[src/rtl/pc_sequencer_pkg.sv]
// -----------------------------------------------------------------------------
// pc_sequencer_pkg
// Shared definitions for the PC sequencer slice:
//   PC_W       - program counter width (16)
//   ccc_e      - branch condition code encodings
//   state_e    - sequencer state encoding (RUN=0, HALTED=1)
//   cond_met() - evaluates a condition code against the {N,V,Z} flags
// -----------------------------------------------------------------------------
package pc_sequencer_pkg;

    localparam int PC_W = 16;

    typedef enum logic [2:0] {
        CC_ZC    = 3'b000,  // Z=0
        CC_ZS    = 3'b001,  // Z=1
        CC_GT    = 3'b010,  // Z=0 and N=0
        CC_NS    = 3'b011,  // N=1
        CC_GE    = 3'b100,  // Z=1 or (Z=0 and N=0)
        CC_LE    = 3'b101,  // N=1 or Z=1
        CC_VS    = 3'b110,  // V=1
        CC_ALWAY = 3'b111   // unconditional
    } ccc_e;

    typedef enum logic {
        ST_RUN    = 1'b0,
        ST_HALTED = 1'b1
    } state_e;

    // flags is packed {N,V,Z}.
    function automatic logic cond_met(input ccc_e cc, input logic [2:0] flags);
        logic n, v, z;
        n = flags[2];
        v = flags[1];
        z = flags[0];
        case (cc)
            CC_ZC:    cond_met = !z;
            CC_ZS:    cond_met = z;
            CC_GT:    cond_met = !z && !n;
            CC_NS:    cond_met = n;
            CC_GE:    cond_met = z || (!z && !n);
            CC_LE:    cond_met = n || z;
            CC_VS:    cond_met = v;
            CC_ALWAY: cond_met = 1'b1;
            default:  cond_met = 1'b0;
        endcase
    endfunction

endpackage

[src/rtl/pc_sequencer_if.sv]
// -----------------------------------------------------------------------------
// pc_sequencer_if
// Control/status bundle between the instruction decode stage (master) and the
// PC sequencer (slave).
//   master drives : stall, hlt, br_en, br_reg, ccc, imm9, reg_tgt, flags
//   slave drives  : pc, pc_plus2, taken, halted (+ br_cnt)
// Optional macro PC_BR_CNT_EN adds the 16-bit taken-branch counter br_cnt.
// -----------------------------------------------------------------------------
interface pc_sequencer_if;
    import pc_sequencer_pkg::*;

    logic            stall;
    logic            hlt;
    logic            br_en;
    logic            br_reg;
    logic [2:0]      ccc;
    logic [8:0]      imm9;
    logic [PC_W-1:0] reg_tgt;
    logic [2:0]      flags;
    logic [PC_W-1:0] pc;
    logic [PC_W-1:0] pc_plus2;
    logic            taken;
    logic            halted;
`ifdef PC_BR_CNT_EN
    logic [15:0]     br_cnt;
`endif

    modport master (
        output stall, hlt, br_en, br_reg, ccc, imm9, reg_tgt, flags,
`ifdef PC_BR_CNT_EN
        input  br_cnt,
`endif
        input  pc, pc_plus2, taken, halted
    );

    modport slave (
        input  stall, hlt, br_en, br_reg, ccc, imm9, reg_tgt, flags,
`ifdef PC_BR_CNT_EN
        output br_cnt,
`endif
        output pc, pc_plus2, taken, halted
    );

endinterface

[src/rtl/pc_adder_16.sv]
// -----------------------------------------------------------------------------
// pc_adder_16
// Plain 16-bit adder, carry-in tied to 0, carry-out discarded (modulo 2^16).
//   a, b : operands
//   sum  : a + b truncated to 16 bits
// -----------------------------------------------------------------------------
module pc_adder_16 (
    input  logic [15:0] a,
    input  logic [15:0] b,
    output logic [15:0] sum
);

    assign sum = a + b;

endmodule

[src/rtl/pc_sequencer.sv]
// -----------------------------------------------------------------------------
// pc_sequencer
// Program counter sequencer with sequential advance, PC-relative (B) and
// register-indirect (BR) conditional branches, stall and HLT.
//   clk  : clock, all state on rising edge
//   rst  : synchronous active-high reset
//   bus  : pc_sequencer_if.slave (controls in; pc, pc_plus2, taken, halted out)
// Parameter RESET_PC : value loaded into pc on reset.
// Optional macro PC_BR_CNT_EN : adds bus.br_cnt, a saturating count of taken
// branches.
// Edge priority: rst > HALTED hold > stall > hlt > taken branch > sequential.
// -----------------------------------------------------------------------------
module pc_sequencer
    import pc_sequencer_pkg::*;
#(
    parameter logic [PC_W-1:0] RESET_PC = 16'h0000
) (
    input  logic             clk,
    input  logic             rst,
    pc_sequencer_if.slave    bus
);

    state_e          state_q, state_d;
    logic [PC_W-1:0] pc_q, pc_d;
    logic            taken_q, taken_d;
    logic [PC_W-1:0] pc_plus2;
    logic [PC_W-1:0] b_target;
    logic [PC_W-1:0] b_offset;
    logic            is_branch;
    logic            cond_ok;

    // imm9 is a signed word offset: sign-extend and convert to bytes.
    assign b_offset = {{6{bus.imm9[8]}}, bus.imm9, 1'b0};

    pc_adder_16 u_inc (
        .a   (pc_q),
        .b   (16'h0002),
        .sum (pc_plus2)
    );

    pc_adder_16 u_tgt (
        .a   (pc_plus2),
        .b   (b_offset),
        .sum (b_target)
    );

    assign is_branch = bus.br_en || bus.br_reg;
    assign cond_ok   = cond_met(ccc_e'(bus.ccc), bus.flags);

    // NOTE: every always_comb output gets a default first, so no path can
    // leave a signal unassigned and infer a latch.
    always_comb begin
        state_d = state_q;
        pc_d    = pc_q;
        taken_d = 1'b0;
        if (state_q == ST_HALTED) begin
            // Only reset leaves HALTED; all other inputs are ignored.
            state_d = ST_HALTED;
        end else if (bus.stall) begin
            state_d = ST_RUN;
        end else if (bus.hlt) begin
            state_d = ST_HALTED;
        end else if (is_branch && cond_ok) begin
            // br_reg wins when both branch flavours are asserted.
            pc_d    = bus.br_reg ? bus.reg_tgt : b_target;
            taken_d = 1'b1;
        end else begin
            pc_d = pc_plus2;
        end
    end

    // NOTE: sequential state uses non-blocking assignments so every register
    // samples its pre-edge inputs regardless of block ordering.
    always_ff @(posedge clk) begin
        if (rst) begin
            state_q <= ST_RUN;
            pc_q    <= RESET_PC;
            taken_q <= 1'b0;
        end else begin
            state_q <= state_d;
            pc_q    <= pc_d;
            taken_q <= taken_d;
        end
    end

`ifdef PC_BR_CNT_EN
    logic [15:0] br_cnt_q;

    // Counts on the same edge taken is set; sticks at all-ones.
    always_ff @(posedge clk) begin
        if (rst) begin
            br_cnt_q <= 16'h0000;
        end else if (taken_d && (br_cnt_q != 16'hFFFF)) begin
            br_cnt_q <= br_cnt_q + 16'h0001;
        end
    end

    assign bus.br_cnt = br_cnt_q;
`endif

    assign bus.pc       = pc_q;
    assign bus.pc_plus2 = pc_plus2;
    assign bus.taken    = taken_q;
    assign bus.halted   = (state_q == ST_HALTED);

endmodule

[src/flat_wrapper.sv]
// flat-port wrapper written by rule: the top's interface ports become plain ports
module pc_sequencer_flat import pc_sequencer_pkg::*;
#(
    parameter logic [PC_W-1:0] RESET_PC = 16'h0000
)
  (clk, rst, bus_stall, bus_hlt, bus_br_en, bus_br_reg, bus_ccc, bus_imm9, bus_reg_tgt, bus_flags, bus_pc, bus_pc_plus2, bus_taken, bus_halted);
  pc_sequencer_if bus_i ();
  input  logic clk;
  input  logic rst;
  input wire logic [$bits(bus_i.stall)-1:0] bus_stall;
  input wire logic [$bits(bus_i.hlt)-1:0] bus_hlt;
  input wire logic [$bits(bus_i.br_en)-1:0] bus_br_en;
  input wire logic [$bits(bus_i.br_reg)-1:0] bus_br_reg;
  input wire logic [$bits(bus_i.ccc)-1:0] bus_ccc;
  input wire logic [$bits(bus_i.imm9)-1:0] bus_imm9;
  input wire logic [$bits(bus_i.reg_tgt)-1:0] bus_reg_tgt;
  input wire logic [$bits(bus_i.flags)-1:0] bus_flags;
  output wire logic [$bits(bus_i.pc)-1:0] bus_pc;
  output wire logic [$bits(bus_i.pc_plus2)-1:0] bus_pc_plus2;
  output wire logic [$bits(bus_i.taken)-1:0] bus_taken;
  output wire logic [$bits(bus_i.halted)-1:0] bus_halted;
  assign bus_i.stall = bus_stall;
  assign bus_i.hlt = bus_hlt;
  assign bus_i.br_en = bus_br_en;
  assign bus_i.br_reg = bus_br_reg;
  assign bus_i.ccc = bus_ccc;
  assign bus_i.imm9 = bus_imm9;
  assign bus_i.reg_tgt = bus_reg_tgt;
  assign bus_i.flags = bus_flags;
  assign bus_pc = bus_i.pc;
  assign bus_pc_plus2 = bus_i.pc_plus2;
  assign bus_taken = bus_i.taken;
  assign bus_halted = bus_i.halted;
  pc_sequencer #(.RESET_PC(RESET_PC)) u_core (.clk(clk), .rst(rst), .bus(bus_i));
endmodule
[config.mk]
export PLATFORM = sky130hd
export DESIGN_NAME = pc_sequencer_flat
export DESIGN_NICKNAME = d
export VERILOG_FILES = /design/src/rtl/pc_sequencer_pkg.sv /design/src/rtl/pc_sequencer_if.sv /design/src/rtl/pc_adder_16.sv /design/src/rtl/pc_sequencer.sv /design/src/flat_wrapper.sv
export SDC_FILE = /design/constraint.sdc
export NUM_CORES = 1
export LEC_CHECK = 0
export ABC_AREA = 1
export CAP_MARGIN = 30
export CELL_PAD_IN_SITES_DETAIL_PLACEMENT = 1
export CELL_PAD_IN_SITES_GLOBAL_PLACEMENT = 1
export CORE_AREA = 2 2 84 86
export DETAILED_ROUTE_END_ITERATION = 16
export DIE_AREA = 0 0 86 88
export HOLD_SLACK_MARGIN = 0.1
export PLACE_DENSITY = 0.93
export SLEW_MARGIN = 25
export SYNTH_ARGS = -nofsm -noshare
export SYNTH_HDL_FRONTEND = slang
export SYNTH_SLANG_ARGS = --single-unit
export TNS_END_PERCENT = 10
[constraint.sdc]
create_clock -name clk -period 4.4 [get_ports clk]
set_input_delay 0.88 -clock clk [delete_from_list [all_inputs] [get_ports clk]]
set_output_delay 0.88 -clock clk [all_outputs]
set_load 0.005 [all_outputs]
==> impl_metrics.ini <==
[worst_setup_path]
critPathRequiredTime_ps = 3520
r2r_slack_ps = 1490
slowest_delay_ps = 610
reg2reg_from = u_core.bus.pc[1]$_SDFFE_PP0P_
crit_path_top_delay_cell = clkdlybuf4s50_1
cp.arrival_ps = 2430
r2r_end = u_core.bus.pc[11]$_SDFFE_PP0P_
critical_path_depth = 6
worst_setup_path_end_kind = primary output
path_max_fanout = 8
critPathLaunchType = flop
crit_type = reg2out
crit_buf_inv = 1
crit_family = buffers and inverters
rr_worst_depth = 14
crit_path_cell_trace = ha_1 > nand3_2 > nor2_4 > a31oi_1 > a21oi_1 > clkdlybuf4s50_1

[logic_synthesis]
ys.flop_type = dfxtp_1
netlist_area_sq_um = 2200
synth-edff-count = 0
netlist_instances = 353
synth_warnings = 0
syn_area_per_cell_sq_um = 6.22
async_reset_ff_frac = 0
synth.distinct_cells = 44
ys_seq_elements = 18
syn_nets = 409
ys_seq_area_frac = 0.164

[floorplanning]
rows = 30
chipWidth_um = 86
die-area_sq_um = 7570
start_util = 0.331
dieHeight_um = 88
core-area_sq_um = 6640
ios = 71

[min_path]
min_path_cells = 2
min_path_type = reg2reg
hold_end = u_core.bus.halted$_SDFF_PP0_
hold_path_startpoint = u_core.bus.halted$_SDFF_PP0_

[route]
wl_per_cell_um = 15.1
drt_iter0_drc = 86
drc_errors = 0
first_pass_iters = 4
antenna_left = 0
route.met3.wl_um = 420
wl_met2_mm = 3.74
vias = 2531
drt-met1-wl_mm = 3.10
routed.top_layer = met4
vias_per_cell = 5.09
drt-total-wl_mm = 7.50

[power_and_ir_drop]
peakVddDrop_mv = 0.116
seq_power_share = 0.300
p_switching_mw = 0.242
combPwrFrac = 0.472
powerDensity_nw_per_um2 = 212
netSwitchingFraction = 0.381
pwr-share-clk = 0.228
p_leak_nw = 1.43
p_int_mw = 0.393

[global_route]
overflow = 0
antenna_found_initial = 0
grtUsageTotal = 0.201
grt_max_degree = 29
grt_pass1_vias = 2673
grt_pass1_wl_mm = 12.3

[timing]
period_needed_ps = 3310
tightestPinTransition_ps = 778
skew_ps = 4.16
slew_viol_final = 0
rsz0062_at_grt = no
fmax_mhz = 302
setup_viol = 0
fin_ws_ps = 1090
hold_viol = 0
finalCritPeriodShare = 0.753
setup_tns_ps = 0
max_slew_margin = 0.481

[cells_and_area]
final_cell_count_no_fill = 497
nets = 474
area_growth_pct = 36.4
final_cell_mix = nand2_1 (91), clkdlybuf4s50_1 (70), nor2_1 (40)
antenna_cells = 0
drive_gt1_frac = 0.0743
final_common_cell = nand2_1
design_area_sq_um = 2990

[clock_network]
cts.hold.buffers_added = 0
cts_tree = built
post_cts_buffers = 0
path_clk_slew_ps = 70
cts_max_path_buffers = 2
cts_made_buffers = 3
cts_resized = 0
insertion_delay_ps = 260
cts-root-buf = clkbuf_8
cts_max_level = 1
clock-sinks = 18

[placement]
dpl_cell_area_sq_um = 2940
post-place-cells = 493
place_ws_ps = 1330
portBuffers = 70
dp_hpwl_mm = 6.09
gp_congestion = 0.850

[job]
drv_cap = 0

[run_status]
outcome = finished, final reports clean
-- routing by layer --
metal,GRT usage,vias to the layer above
met2,0.374,85
met5,0,-
li1,-,1277
met1,0.229,1150
met3,0.0424,19
met4,0.0649,0
-- tightest hold or removal path: stages, from the launching register on --
cell     delay (ps)
dfxtp_1         310
inv_1            70
a21oi_1          60
-- state kept, by name, summed over array words and instances, names as in the netlist --
| signal | cells |
|---|---|
| u_core.bus.halted | 1 |
| u_core.bus.pc | 16 |
| u_core.bus.taken | 1 |
-- Yosys cell counts, drive strengths merged (2+ instances only) --
library cell / instances / area share
o211ai: 4 / 0.014
xor2: 10 / 0.043
nor2: 42 / 0.079
buf: 6 / 0.018
nor3: 4 / 0.017
nand3: 27 / 0.074
nand2: 93 / 0.16
inv: 43 / 0.074
xnor2: 6 / 0.031
and2: 2 / 0.0057
a21o: 2 / 0.0068
clkbuf: 4 / 0.0085
o21ai: 18 / 0.041
a21oi: 36 / 0.091
ha: 18 / 0.10
or2: 3 / 0.0085
mux2i: 2 / 0.0091
nand4: 5 / 0.017
dfxtp: 18 / 0.16
o21bai: 2 / 0.0085
clkinv: 2 / 0.0034
-- worst max-delay path by stage --
stage,startpoint,to,slack (ps)
after global placement,bus_imm9[0],u_core.bus.pc[5]$_SDFFE_PP0P_,1410
final,u_core.bus.pc[1]$_SDFFE_PP0P_,bus_pc_plus2[9],1090
after CTS,u_core.bus.pc[1]$_SDFFE_PP0P_,bus_pc_plus2[9],1130
after detailed placement,bus_imm9[0],u_core.bus.pc[5]$_SDFFE_PP0P_,1330
after floorplan,u_core.bus.pc[1]$_SDFFE_PP0P_,u_core.bus.pc[15]$_SDFFE_PP0P_,2060
after global routing,u_core.bus.pc[1]$_SDFFE_PP0P_,bus_pc_plus2[9],1050
-- kinds of logic after synthesis --
family | after synthesis | share of synthesized area
flip-flops | 18 | 0.164
XOR/XNOR | 16 | 0.0741
multiplexers | 2 | 0.00912
buffers and inverters | 55 | 0.103
AND/OR/NAND/NOR | 178 | 0.368
adder cells (fa/ha/maj) | 19 | 0.112
AO/OA/AOI/OAI | 65 | 0.170
-- power by group through the flow --
stage          Clock [mW]  Combinational, mW  Sequential (mW)
2_1_floorplan           0              0.176            0.191
3_3_place_gp            0              0.289            0.194
3_5_place_dp            0              0.299            0.194
4_1_cts             0.145              0.302            0.190
5_1_grt             0.150              0.335            0.193
6_report            0.145              0.300            0.190
-- per-stage QoR --
stage	util	hold WS, ps	total power [mW]
after floorplan	-	466	0.368
after global placement	0.442	462	0.482
after detailed placement	0.442	480	0.493
after CTS	0.451	489	0.637
after global routing	0.451	512	0.678
final	0.451	481	0.635
-- cell type report --
type	instances	area, sq um
timing repair buffer	70	701
inverter	45	169
sequential	18	360
clock buffer	4	55.1
fill	891	3650
tap	80	100
multi-input combinational	280	1610
Power figures use the tool's default switching activity.
